--- config.mk ---
export PLATFORM = sky130hd
export DESIGN_NAME = apu_frame_sequencer
export DESIGN_NICKNAME = d
export VERILOG_FILES = /design/src/rtl/apu_pkg.sv /design/src/rtl/apu_frame_wr_delay.sv /design/src/rtl/apu_frame_sequencer.sv
export SDC_FILE = /design/constraint.sdc
export NUM_CORES = 1
export LEC_CHECK = 0
export ABC_AREA = 1
export BUFFER_PORTS_ARGS = -buffer_cell sky130_fd_sc_hd__buf_2
export CAP_MARGIN = 20
export CORE_MARGIN = 2
export CORE_UTILIZATION = 40
export DETAILED_ROUTE_END_ITERATION = 16
export HOLD_SLACK_MARGIN = 0.12
export PLACE_DENSITY = 0.65
export SKIP_LAST_GASP = 1
export SLEW_MARGIN = 40
export SYNTH_ARGS = -nofsm -noshare
export SYNTH_HDL_FRONTEND = slang
export SYNTH_HIERARCHICAL = 1
export SYNTH_SLANG_ARGS = --single-unit
--- constraint.sdc ---
create_clock -name clk_in -period 1.4 [get_ports clk_in]
set_input_delay 0.21 -clock clk_in [delete_from_list [all_inputs] [get_ports clk_in]]
set_output_delay 0.21 -clock clk_in [all_outputs]
set_load 0.005 [all_outputs]
--- src/rtl/apu_pkg.sv ---
// apu_pkg: shared APU frame-sequencer constants and types.
//   STEPn_NTSC   default APU-cycle counts of each sequence step
//   MODE_*       bit positions inside the $4017 mode field
//   step_t       identifier of the last step reached
package apu_pkg;

    localparam int CNT_W_DEF = 15;

    localparam logic [CNT_W_DEF-1:0] STEP1_NTSC = 15'd3728;
    localparam logic [CNT_W_DEF-1:0] STEP2_NTSC = 15'd7456;
    localparam logic [CNT_W_DEF-1:0] STEP3_NTSC = 15'd11185;
    localparam logic [CNT_W_DEF-1:0] STEP4_NTSC = 15'd14914;
    localparam logic [CNT_W_DEF-1:0] STEP5_NTSC = 15'd18640;

    localparam int MODE_IRQ_INH = 0;
    localparam int MODE_SEQ     = 1;

    typedef enum logic [2:0] {
        STEP_NONE = 3'd0,
        STEP_Q1   = 3'd1,
        STEP_Q2   = 3'd2,
        STEP_Q3   = 3'd3,
        STEP_Q4   = 3'd4,
        STEP_Q5   = 3'd5
    } step_t;

endpackage

--- src/rtl/apu_frame_wr_delay.sv ---
// apu_frame_wr_delay: holds a deferred $4017 write and releases it after WR_DELAY CPU cycles.
//   clk_in, rst_in        clock, synchronous active-high reset (drops any pending write)
//   cpu_cycle_pulse_in    one-clk strobe per CPU cycle; each one counts down the delay
//   mode_wr_in, mode_in   mode-write strobe and value; a new write replaces the pending one
//   apply_out             combinational strobe on the CPU pulse that ends the delay
//   apply_mode_out        mode value to apply
module apu_frame_wr_delay
    import apu_pkg::*;
#(
    parameter int WR_DELAY = 3
) (
    input  logic       clk_in,
    input  logic       rst_in,
    input  logic       cpu_cycle_pulse_in,
    input  logic       mode_wr_in,
    input  logic [1:0] mode_in,
    output logic       apply_out,
    output logic [1:0] apply_mode_out
);

    logic       pend_valid;
    logic [1:0] pend_mode;
    logic [2:0] pend_dly;
    logic       wr;

    // A write on the same CPU pulse restarts the slot, so it suppresses the apply.
    always_comb begin
        wr             = mode_wr_in & cpu_cycle_pulse_in;
        apply_out      = pend_valid & cpu_cycle_pulse_in & ~wr & (pend_dly == 3'd1);
        apply_mode_out = pend_mode;
    end

    always_ff @(posedge clk_in) begin
        if (rst_in) begin
            pend_valid <= 1'b0;
            pend_mode  <= 2'b00;
            pend_dly   <= 3'd0;
        end else if (wr) begin
            pend_valid <= 1'b1;
            pend_mode  <= mode_in;
            pend_dly   <= 3'(WR_DELAY);
        end else if (pend_valid && cpu_cycle_pulse_in) begin
            pend_dly   <= pend_dly - 3'd1;
            pend_valid <= (pend_dly != 3'd1);
        end
    end

endmodule

--- src/rtl/apu_frame_sequencer.sv ---
// apu_frame_sequencer: 4/5-step APU frame sequencer with latched frame IRQ and deferred mode writes.
//   clk_in, rst_in         clock, synchronous active-high reset
//   cpu_cycle_pulse_in     one-clk strobe per CPU cycle
//   apu_cycle_pulse_in     one-clk strobe per APU cycle; advances the sequence counter
//   mode_in, mode_wr_in    $4017 value ([0] IRQ inhibit, [1] 5-step) and its write strobe
//   irq_ack_in             $4015 read strobe; clears the IRQ flag
//   e/l/f_pulse_out        registered quarter-frame, half-frame and frame pulses
//   irq_out                latched frame-IRQ flag
//   step_out               last step reached since wrap or apply (0 = none)
module apu_frame_sequencer
    import apu_pkg::*;
#(
    parameter int             CNT_W    = CNT_W_DEF,
    parameter logic [CNT_W-1:0] STEP1  = CNT_W'(STEP1_NTSC),
    parameter logic [CNT_W-1:0] STEP2  = CNT_W'(STEP2_NTSC),
    parameter logic [CNT_W-1:0] STEP3  = CNT_W'(STEP3_NTSC),
    parameter logic [CNT_W-1:0] STEP4  = CNT_W'(STEP4_NTSC),
    parameter logic [CNT_W-1:0] STEP5  = CNT_W'(STEP5_NTSC),
    parameter int             WR_DELAY = 3
) (
    input  logic       clk_in,
    input  logic       rst_in,
    input  logic       cpu_cycle_pulse_in,
    input  logic       apu_cycle_pulse_in,
    input  logic [1:0] mode_in,
    input  logic       mode_wr_in,
    input  logic       irq_ack_in,
    output logic       e_pulse_out,
    output logic       l_pulse_out,
    output logic       f_pulse_out,
    output logic       irq_out,
    output logic [2:0] step_out
);

    logic             apply;
    logic [1:0]       apply_mode;
    logic [CNT_W-1:0] cnt;
    logic             seq_mode;
    logic             irq_inhibit;
    logic             irq_flag;
    step_t            step;
    logic             e_r, l_r, f_r;
    logic             inh_wr, tick;
    logic             hit1, hit2, hit3, hit4, hit5, hit_any, irq_set;
    step_t            hit_step;

    apu_frame_wr_delay #(.WR_DELAY(WR_DELAY)) u_wr_delay (
        .clk_in             (clk_in),
        .rst_in             (rst_in),
        .cpu_cycle_pulse_in (cpu_cycle_pulse_in),
        .mode_wr_in         (mode_wr_in),
        .mode_in            (mode_in),
        .apply_out          (apply),
        .apply_mode_out     (apply_mode)
    );

    // An apply in the same clk as an APU pulse takes precedence, so step matches
    // are only evaluated on pulses without an apply.
    always_comb begin
        inh_wr   = mode_wr_in & cpu_cycle_pulse_in & mode_in[MODE_IRQ_INH];
        tick     = apu_cycle_pulse_in & ~apply;
        hit1     = tick & (cnt == STEP1);
        hit2     = tick & (cnt == STEP2);
        hit3     = tick & (cnt == STEP3);
        hit4     = tick & ~seq_mode & (cnt == STEP4);
        hit5     = tick & seq_mode & (cnt == STEP5);
        hit_any  = hit1 | hit2 | hit3 | hit4 | hit5;
        irq_set  = hit4 & ~irq_inhibit;
        hit_step = hit1 ? STEP_Q1 : hit2 ? STEP_Q2 : hit3 ? STEP_Q3 : hit4 ? STEP_Q4 : STEP_Q5;
    end

    always_ff @(posedge clk_in) begin
        if (rst_in) begin
            cnt         <= '0;
            seq_mode    <= 1'b0;
            irq_inhibit <= 1'b0;
            irq_flag    <= 1'b0;
            step        <= STEP_NONE;
            e_r         <= 1'b0;
            l_r         <= 1'b0;
            f_r         <= 1'b0;
        end else begin
            e_r <= apply ? apply_mode[MODE_SEQ] : hit_any;
            l_r <= apply ? apply_mode[MODE_SEQ] : (hit2 | hit4 | hit5);
            f_r <= irq_set;
            if (apply) begin
                cnt      <= '0;
                step     <= STEP_NONE;
                seq_mode <= apply_mode[MODE_SEQ];
            end else if (apu_cycle_pulse_in) begin
                cnt <= (hit4 | hit5) ? '0 : cnt + CNT_W'(1);
                if (hit_any) step <= hit_step;
            end
            // apply never coincides with a write, so the two inhibit sources cannot collide.
            irq_inhibit <= inh_wr ? 1'b1 : apply ? apply_mode[MODE_IRQ_INH] : irq_inhibit;
            irq_flag    <= inh_wr ? 1'b0 : irq_set ? 1'b1 : irq_ack_in ? 1'b0 : irq_flag;
        end
    end

    assign e_pulse_out = e_r;
    assign l_pulse_out = l_r;
    assign f_pulse_out = f_r;
    assign irq_out     = irq_flag;
    assign step_out    = step;

endmodule

==> flow_summary.yaml, run 1 <==
global_routing:
  grt_pass1_wl_mm: 5.95
  overflow: 0
  grtUsageTotal_pct: 17.3
  grt_pass1_vias: 1409
  antenna_found_initial: 0
  grt_max_degree: 9
setup_path:
  criticalPathCategory: "flop to flop"
  cp.arrival_ns: 1.66
  critical_path_required_ns: 1.61
  worst_setup_path_start_kind: "flop"
  endpoint_kind: "flop"
  path_max_fanout: 5
sta:
  relSlewSlack_pct: 80.9
  timing.final.ws_setup_ns: -0.0465
  setup_viol: 15
  maxSlewViolCount: 0
  tightest_slew_ns: 0.287
  post-route-period-util_pct: 103
  final-hold-violation-count: 0
  fin_skew_ns: 0.0107
  rsz0062_at_grt: "yes"
  timing.hold.ws_ns: 0.162
  fin_crit_ns: 1.45
  fmax_mhz: 691
floorplan:
  rows: 23
  die_h_microns: 68.0
  die_area_sq_mm: 0.00462
  core_area_sq_mm: 0.00397
  initial_core_util_pct: 41.2
  ios: 15
  die_w_microns: 68.0
pwr:
  internal-power_mw: 1.33
  sequentialPowerShare_pct: 51.0
  swShare_pct: 23.7
  irDropWorstVdd_v: 0.000498
  total_leakage_power_nw: 0.961
  p_comb_share_pct: 10.6
  powerDensity_mw_per_mm2: 813
  clkPwrFrac_pct: 38.4
  netSwitchingPower_mw: 0.415
synth:
  synth_edf_count: 0
  synth_fp_nets: 243
  synth-async-reset-ratio_pct: 0
  synth_area_sq_mm: 0.00164
  netlist-cell-type-count: 26
  yosysWarningCount: 6
  seq_area_frac_synth_pct: 36.7
  synth_top_area_share_pct: 36.7
  syn_area_per_cell_sq_um: 7.15
  syn-instance-count: 229
  ys_seq_elements: 30
  synth-main-ff-cell: "dfxtp_1"
  synth.area.top_cells: "dfxtp_1 (37%), nand2_1 (9.2%), nor2_1 (8.7%)"
  yosysTopAreaCell: "dfxtp_1"
cells_and_area:
  fin_nets: 288
  final_layout_size_suffix_gt1_share_pct: 34.8
  n_antenna_cell: 0
  final_cell_mix: "nand2_1 (39), nor2_1 (35), inv_1 (27), dfxtp_1 (25), buf_4 (23)"
  fin_util_pct: 54.2
  final_common_cell: "nand2_1"
  ff_latch_area_sq_um: 609
  multi_input_area_sq_um: 998
  syn_to_final_growth_pct: 31.4
  fillers: 374
place:
  gp_congestion: 0.891
  port-buffer-count: 14
  dp_hpwl_mm: 2.62
clock_network:
  cts-root-buf: "clkbuf_8"
  insertion_delay_ns: 0.28
  hold_buffers: 0
  cts_tree: "yes"
  clk_pin_slew_worst_paths_ns: 0.06
  htree_levels: 2
  cts_buffers: 5
  clk_path_buf_depth: 2
  cts_sinks: 30
worst_hold_path:
  hold_path.class: "input port to flop"
route:
  firstDrtPassIters: 4
  vias_per_cell: 4.68
  ant_nets: 0
  wl_per_cell_microns: 11.0
  drt-initial-drc-count: 111
  wl_mm: 3.56
  num_vias: 1512
  route.detailed.drc: 0
flow_run:
  cap_violations: 0
status:
  violations: "setup timing"
  status: "finished with violations"
kinds of logic (layout without fill, tap and decap cells):
group,after synthesis,count (layout),synth area share (%)
fa+ha+maj,6,6,4.58
flops,30,30,36.7
buf+inv,38,81,8.86
simple gates,131,132,39.9
compound gates,15,15,5.19
xor+xnor,9,9,4.81
power by group through the flow:
stage               clock network [mW]  registers [mW]  logic [mW]
floorplan                            0           0.907      0.0984
global placement                     0           0.908       0.165
detailed placement                   0           0.908       0.168
CTS                              0.688           0.890       0.182
global route                     0.713           0.895       0.211
finish                           0.672           0.892       0.186
worst paths after layout:
| path | startpoint | end | slack (ns) | depth (start not counted) |
|---|---|---|---|---|
| max | u_wr_delay/pend_dly[1]$_SDFFE_PP0P_ | step_out[1]$_SDFFE_PP0P_ | -0.05 | 12 |
| min | rst_in | f_pulse_out$_SDFF_PP0_ | 0.16 | 2 |
| max reg2reg | u_wr_delay/pend_dly[1]$_SDFFE_PP0P_ | step_out[1]$_SDFFE_PP0P_ | -0.05 | 12 |
| min reg2reg | step_out[0]$_SDFFE_PP0P_ | step_out[0]$_SDFFE_PP0P_ | 0.46 | 2 |
metrics by stage:
| stage | power [mW] | cell area (sq um) | instances | TNS [ns] | setup WS (ns) |
|---|---|---|---|---|---|
| global placement | 1.07 | 1950 | 314 | -0.225 | -0.0376 |
| detailed placement | 1.08 | 1950 | 314 | -0.665 | -0.0557 |
| floorplan | 1.01 | 1660 | 229 | -0.0228 | -0.0137 |
| finish | 1.75 | 2150 | 323 | -0.205 | -0.0465 |
| global route | 1.82 | 2150 | 323 | -2.07 | -0.189 |
| CTS | 1.76 | 2110 | 322 | -0.539 | -0.0605 |
layout make-up:
type	count	area share [%]
multi-input combinational	162	46.4
sequential	30	28.3
timing repair buffer	38	11.8
inverter	37	6.74
clock buffer	6	3.84
tap	50	2.91
state kept, by name, summed over array words and instances, names as in the netlist:
signal / cells
l_pulse_out: 1
u_wr_delay/apply_mode_out: 2
irq_inhibit: 1
irq_out: 1
f_pulse_out: 1
u_wr_delay/pend_dly: 3
step_out: 3
seq_mode: 1
e_pulse_out: 1
u_wr_delay/pend_valid: 1
cnt: 15
layer usage:
metal  share of wire (%)  routed length, microns  vias up  GRT usage, %
met1                  49                    1760      679          21.4
met2                  45                    1620       17          28.0
met3                 3.1                     110       10          4.28
li1                    -                       -      806             -
met4                 2.1                      74        0          8.00
met5                   0                       0        -             0
synth_stat cells, types with 2 or more instances:
cell and n:
inv_1 33, nand2_2 7, o21ai_1 3, xor2_1 9
nor2_4 3, nand2_1 40, nand4_1 5, nand3_1 18
nand3_2 3, nand3b_1 2, a31oi_1 2, dfxtp_1 30
nor3_1 5, ha_1 6, nand2_4 2, a21oi_1 4
nor2_1 38, o21ai_0 4, inv_2 3, nor2_2 6
critical path, stage by stage (launching register included):
cell	delay (ns)
dfxtp_2	0.32
inv_2	0.06
ha_4	0.13
nand3_4	0.06
nor2_4	0.14
nor2_4	0.06
nand2_2	0.07
inv_2	0.05
nand3_4	0.09
nand2_4	0.08
inv_6	0.10
nand3_1	0.10
a21oi_1	0.12
repair_timing:
action                                  in CTS  in global routing
endpoints found under the setup margin      17                 23
pin swaps                                    6                  8
setup buffers                                1                  1
gates resized for setup                     15                 10
cloned                                       1                  0
(Power assumes the default switching activity.)
==> inputs of run 2 (changes only) <==
Settings changed: SYNTH_HIERARCHICAL 1 to not set.
==> run 2 against run 1 <==
Compared with the run above:
- core utilization barely moved
- synthesized cell count rose by 3.1%
- sequential power barely moved
- worst setup slack got worse by 0.042 ns
- die area rose by 1.9%
- count of clock-buffer cells in the layout rose by 1
- wire length rose by 7.2%
- hold slack improved by 0.030 ns
- the flow still finishes with violations (setup timing)
- non-clock buffer count fell by 1
- largest power group unchanged
- global-route usage rose by 0.23 points
- critical endpoint unchanged
- sequential share of layout area fell by 0.21 points
==> flow_summary.yaml, run 2 <==
status:
  status: "finished with violations"
  violations: "setup timing"
pwr:
  finalPower_mw: 1.80
  powerDensity_mw_per_mm2: 830
  total_leakage_power_nw: 0.982
  irDropWorstVdd_v: 0.000444
synth:
  synth_area_sq_mm: 0.00167
  netlist-cell-type-count: 30
  seq_area_frac_synth_pct: 36.0
  synth_edf_count: 0
  ys_seq_elements: 30
  syn_area_per_cell_sq_um: 7.08
  synth_common_cells: "nand2_1 (48), nor2_1 (45), inv_1 (37), dfxtp_1 (30), nand3_1 (10)"
  synth-main-ff-cell: "dfxtp_1"
  synth-async-reset-ratio_pct: 0
  syn-instance-count: 236
  synth_top_area_share_pct: 36.0
  yosysTopAreaCell: "dfxtp_1"
  yosysWarningCount: 0
  synth.most_common_cell: "nand2_1"
  synth_fp_nets: 250
  synth.area.top_cells: "dfxtp_1 (36%), nand2_1 (11%), nor2_1 (10%)"
global_routing:
  grt_max_degree: 10
  antenna_found_initial: 0
  overflow: 0
  grtUsageTotal_pct: 17.5
  grt_pass1_vias: 1383
  grt_pass1_wl_mm: 6.04
floorplan:
  initial_core_util_pct: 41.8
  ios: 15
  core_area_sq_mm: 0.00400
  die_area_sq_mm: 0.00471
  die_h_microns: 68.6
  die_w_microns: 68.6
  rows: 23
place:
  dpl-instance-area_sq_mm: 0.00192
  dp_hpwl_mm: 2.75
  port-buffer-count: 14
  gp_congestion: 0.849
sta:
  fin_crit_ns: 1.49
  setup_viol: 15
  fin_skew_ns: 0.00392
  final-hold-violation-count: 0
  fmax_mhz: 672
  timing.final.ws_setup_ns: -0.0890
  timing.setup.tns_ns: -0.305
  maxSlewViolCount: 0
  post-route-period-util_pct: 106
  relSlewSlack_pct: 85.2
  rsz0062_at_grt: "yes"
  tightest_slew_ns: 0.222
cells_and_area:
  syn_to_final_growth_pct: 29.8
  final_layout_size_suffix_gt1_share_pct: 34.3
  ff_latch_area_sq_um: 609
  n_antenna_cell: 0
  final_cell_mix: "nand2_1 (46), nor2_1 (39), inv_1 (30), dfxtp_1 (25), buf_4 (21)"
  multi_input_area_sq_um: 996
  largest_register: "cnt"
  fin_util_pct: 54.2
  fillers: 382
  largest_reg_flops: 15
  fin_nets: 293
  final_common_cell: "nand2_1"
  finalInstanceArea_sq_mm: 0.00217
clock_network:
  hold_buffers: 0
  htree_levels: 2
  insertion_delay_ns: 0.28
  cts-root-buf: "clkbuf_8"
  clk_path_buf_depth: 2
  clk_pin_slew_worst_paths_ns: 0.06
  cts_sinks: 30
  cts_buffers: 5
  cts_tree: "yes"
route:
  route.detailed.drc: 0
  top_layer_used: "met4"
  met2_length_mm: 1.90
  firstDrtPassIters: 5
  wl_met1_mm: 1.70
  wl_per_cell_microns: 11.6
  route.met3.wl_microns: 169
  vias_per_cell: 4.74
  drt-initial-drc-count: 111
  num_vias: 1565
  ant_nets: 0
  wl_mm: 3.82
setup_path:
  crit_path_start: "cnt[0]$_SDFFE_PP0P_"
  path_max_fanout: 7
  r2r-start: "cnt[0]$_SDFFE_PP0P_"
  criticalPathCategory: "flop to flop"
  critical_path_required_ns: 1.58
  cp.arrival_ns: 1.67
  r2r-end: "step_out[1]$_SDFFE_PP0P_"
  worst_setup_path_start_kind: "flop"
  endpoint_kind: "flop"
  r2r_cells: 11
  rrSetupSlack_ns: -0.09
  cp-endpoint: "step_out[1]$_SDFFE_PP0P_"
flow_run:
  cap_violations: 0
worst_hold_path:
  hold_path.class: "input port to flop"
## run 2: cell count changes after synthesis, moves of 3 or more
cell     delta
nor2_1      +7
inv_1       +4
nor3b_2     +3
a21oi_1     +3
nand4_1     -3
nor2_2      -5
nand3_1     -8
nor3_1      -3
o21ai_0     +4
nand2_1     +8
xor2_1      -3
## run 2: final cells by class
type                            instances  share of cell area, %
Clock buffer                            7                   3.98
Inverter                               41                   7.33
Timing Repair Buffer                   37                   11.5
Sequential cell                        30                   28.1
Clock inverter                          1                  0.231
Tap cell                               50                   2.89
Multi-Input combinational cell        164                   45.9
## run 2: timing repair
item                                    in CTS  in global routing
endpoints found under the setup margin      17                 21
buffers inserted                             3                  2
pin swaps                                    9                 16
gates resized for setup                     20                 15
cloned                                       1                  0
## run 2: layer usage
metal | up-vias | GRT usage (%)
met5 | - | 0
met4 | 0 | 6.00
met3 | 4 | 3.90
met2 | 28 | 29.4
met1 | 712 | 21.9
li1 | 821 | -
## run 2: where the power goes
group          internal (mW)  switching, mW  total (mW)  leakage (nW)
logic                 0.0800          0.103       0.183         0.689
clock network          0.396          0.331       0.727        0.0482
registers              0.874         0.0165       0.890         0.245
total                   1.35          0.450        1.80         0.982
## run 2: worst max-delay path, stage by stage, from the launching register on
cell and delay (ns):
dfxtp_4 0.36, inv_4 0.07, ha_4 0.13, inv_2 0.03
nor2_2 0.09, nand2_1 0.06, nor2_1 0.10, nand2_1 0.09
nand2_2 0.12, nand2_8 0.10, a31oi_1 0.18, nor2_1 0.06
## run 2: cell families (layout without fill, tap and decap cells)
logic type      Yosys count  count (layout)  share of synthesized area, %
simple gates            129             130                          38.6
buf+inv                  43              86                          10.1
flops                    30              30                          36.0
compound gates           22              22                          7.72
fa+ha+maj                 6               6                          4.49
xor+xnor                  6               6                          3.15
## run 2: how the worst min path moves through the flow
stage	start	endpoint	slack, ns	depth (start not counted)
global placement	step_out[0]$_SDFFE_PP0P_	step_out[0]$_SDFFE_PP0P_	0.45	2
finish	mode_in[0]	u_wr_delay.apply_mode_out[0]$_SDFFE_PP0P_	0.19	3
global route	mode_in[0]	u_wr_delay.apply_mode_out[0]$_SDFFE_PP0P_	0.20	3
detailed placement	u_wr_delay.apply_mode_out[0]$_SDFFE_PP0P_	u_wr_delay.apply_mode_out[0]$_SDFFE_PP0P_	0.46	2
floorplan	apu_cycle_pulse_in	cnt[1]$_SDFFE_PP0P_	0.33	1
CTS	mode_in[0]	u_wr_delay.apply_mode_out[0]$_SDFFE_PP0P_	0.19	3
## run 2: stage by stage
stage	hold WS (ns)	instances	worst slack (ns)
after floorplan	0.331	236	0.0322
after global placement	0.454	316	-0.0585
after detailed placement	0.461	316	-0.102
after CTS	0.186	328	-0.0292
after global routing	0.197	330	-0.176
final	0.192	330	-0.0890
==> inputs of run 3 (changes only) <==
Settings changed: PLACE_DENSITY 0.65 to 0.62.
Clock period 1.4 ns to 1.69 ns, I/O delays scaled along.
==> run 3 against run 2 <==
Compared with the run above:
- the run now ends clean
- core utilization is 7.2 points lower
- wire length is 15% lower
- combinational power is 45% lower
- cell area is 13% lower
- die area stayed put
- hold slack better by 0.031 ns
- total power is 21% lower
- cell count is 7.3% lower
- fmax is 0.54% higher
- worst setup slack better by 0.30 ns
- via count is 11% lower
==> flow_summary.yaml, run 3 (synthesized netlist as in run 2, its figures left out) <==
status:
  status: "completed"
place:
  dp_cells: 298
  port-buffer-count: 14
  place_ws_ns: 0.142
  dp_hpwl_mm: 2.60
  gp_congestion: 0.800
global_routing:
  grt_pass1_wl_mm: 5.51
  grt_max_degree: 12
  grt_pass1_vias: 1271
  antenna_found_initial: 0
  grtUsageTotal_pct: 16.3
  overflow: 0
floorplan:
  initial_core_util_pct: 41.8
  core_area_sq_mm: 0.00400
  die_w_microns: 68.6
  ios: 15
  rows: 23
  die_area_sq_mm: 0.00471
  die_h_microns: 68.6
clock_network:
  htree_levels: 2
  cts-root-buf: "clkbuf_8"
  clk_path_buf_depth: 2
  insertion_delay_ns: 0.29
  clk_pin_slew_worst_paths_ns: 0.07
  cts_buffers: 5
  cts_sinks: 30
  cts_tree: "yes"
  post-cts-setup-buffers: 0
setup_path:
  worst_setup_path_start_kind: "flop"
  path_delay_family: "simple AND/OR/NAND/NOR gates"
  cp-endpoint: "cnt[9]$_SDFFE_PP0P_"
  cp.arrival_ns: 1.70
  r2r-start: "cnt[0]$_SDFFE_PP0P_"
  cp_num_cells: 11
  r2r-end: "cnt[9]$_SDFFE_PP0P_"
  crit_path_max_incr_delay_ns: 0.36
  crit_path_top_delay_cell: "dfxtp_2"
  crit_path_start: "cnt[0]$_SDFFE_PP0P_"
  endpoint_kind: "flop"
  crit_buf_inv: 2
  criticalPathCategory: "flop to flop"
  rrSetupSlack_ns: 0.21
  path_max_fanout: 11
  crit_chain: "inv_1 -> ha_1 -> inv_1 -> nor2_1 -> nand2_1 -> nor2_1 -> nand2_1 -> nand2_2 -> nand2_4 -> nand2_4 -> nor3_2"
  critical_path_required_ns: 1.90
  r2r_cells: 11
route:
  drt-initial-drc-count: 84
  wl_per_cell_microns: 10.6
  vias_per_cell: 4.56
  num_vias: 1394
  route.detailed.drc: 0
  firstDrtPassIters: 4
  wl_mm: 3.25
  ant_nets: 0
worst_hold_path:
  hold_path.class: "input port to flop"
sta:
  fin_skew_ns: 0.00776
  fin_crit_ns: 1.48
  final-hold-violation-count: 0
  timing.hold.ws_ns: 0.222
  timing.setup.tns_ns: 0
  rsz0062_at_grt: "no"
  maxSlewViolCount: 0
  setup_viol: 0
  tightest_slew_ns: 0.236
  post-route-period-util_pct: 87.6
  timing.final.ws_setup_ns: 0.209
  fmax_mhz: 675
  relSlewSlack_pct: 84.2
pwr:
  total_leakage_power_nw: 0.867
  irDropWorstVdd_v: 0.000298
  powerDensity_mw_per_mm2: 757
cells_and_area:
  syn_to_final_growth_pct: 12.6
  final_cell_mix: "nand2_1 (48), nor2_1 (45), inv_1 (37), dfxtp_1 (29), buf_2 (14)"
  final_layout_size_suffix_gt1_share_pct: 18.4
  layout.cells.non_filler: 306
  largest_reg_flops: 15
  largest_register: "cnt"
  final_common_cell: "nand2_1"
  n_antenna_cell: 0
  fin_nets: 269
flow_run:
  cap_violations: 0
-- run 3: changes by cell type in the layout (fill, tap and decap cells not counted), sizes merged --
cell | before | now
nand2 | 56 | 55
buf | 37 | 14
-- run 3: final cells by class --
class,count,area [sq um]
sequential,30,602
clock inverter,1,5.00
clock buffer,7,86.3
multi-input combinational,163,901
timing repair buffer,14,70.1
fill,400,2120
tap,50,62.6
inverter,41,154
-- run 3: through the flow --
stage | power (mW) | utilization, % | area [sq um]
2_1_floorplan | 0.824 | - | 1670
3_3_place_gp | 0.849 | 44.7 | 1790
3_5_place_dp | 0.850 | 44.7 | 1790
4_1_cts | 1.44 | 47.0 | 1880
5_1_grt | 1.50 | 47.0 | 1880
6_report | 1.42 | 47.0 | 1880
-- run 3: power by group --
| group | switching (mW) | leakage (nW) | internal (mW) | total [mW] |
|---|---|---|---|---|
| sequential | 0.0104 | 0.243 | 0.723 | 0.734 |
| clock | 0.261 | 0.0482 | 0.328 | 0.589 |
| combinational | 0.0658 | 0.575 | 0.0351 | 0.101 |
| total | 0.337 | 0.867 | 1.09 | 1.42 |
-- run 3: timing repair --
item | 4_1_cts | 5_1_grt
hold buffers | 0 | 0
gates resized for setup | 0 | 1
setup endpoints to repair | 0 | 8
endpoints found under the hold margin | 0 | 0
-- run 3: worst min-delay path: cells and delay by family --
family	cells	cell delay [ns]
AO/OA/AOI/OAI	1	0.07
buffers and inverters	1	0.07
AND/OR/NAND/NOR	1	0.07
-- run 3: worst min-delay path by stage --
| stage | from | end | slack (ns) | cells after the start |
|---|---|---|---|---|
| 2_1_floorplan | apu_cycle_pulse_in | cnt[1]$_SDFFE_PP0P_ | 0.37 | 1 |
| 3_3_place_gp | step_out[0]$_SDFFE_PP0P_ | step_out[0]$_SDFFE_PP0P_ | 0.46 | 2 |
| 3_5_place_dp | u_wr_delay.apply_mode_out[0]$_SDFFE_PP0P_ | u_wr_delay.apply_mode_out[0]$_SDFFE_PP0P_ | 0.46 | 2 |
| 4_1_cts | mode_in[1] | u_wr_delay.apply_mode_out[1]$_SDFFE_PP0P_ | 0.22 | 3 |
| 5_1_grt | mode_in[1] | u_wr_delay.apply_mode_out[1]$_SDFFE_PP0P_ | 0.23 | 3 |
| 6_report | mode_in[1] | u_wr_delay.apply_mode_out[1]$_SDFFE_PP0P_ | 0.22 | 3 |
-- run 3: routing by layer --
layer,GRT usage [%],share of wire [%]
met5,0,0
met3,7.14,4.5
met4,6.00,0.86
met2,24.8,44
met1,20.4,51
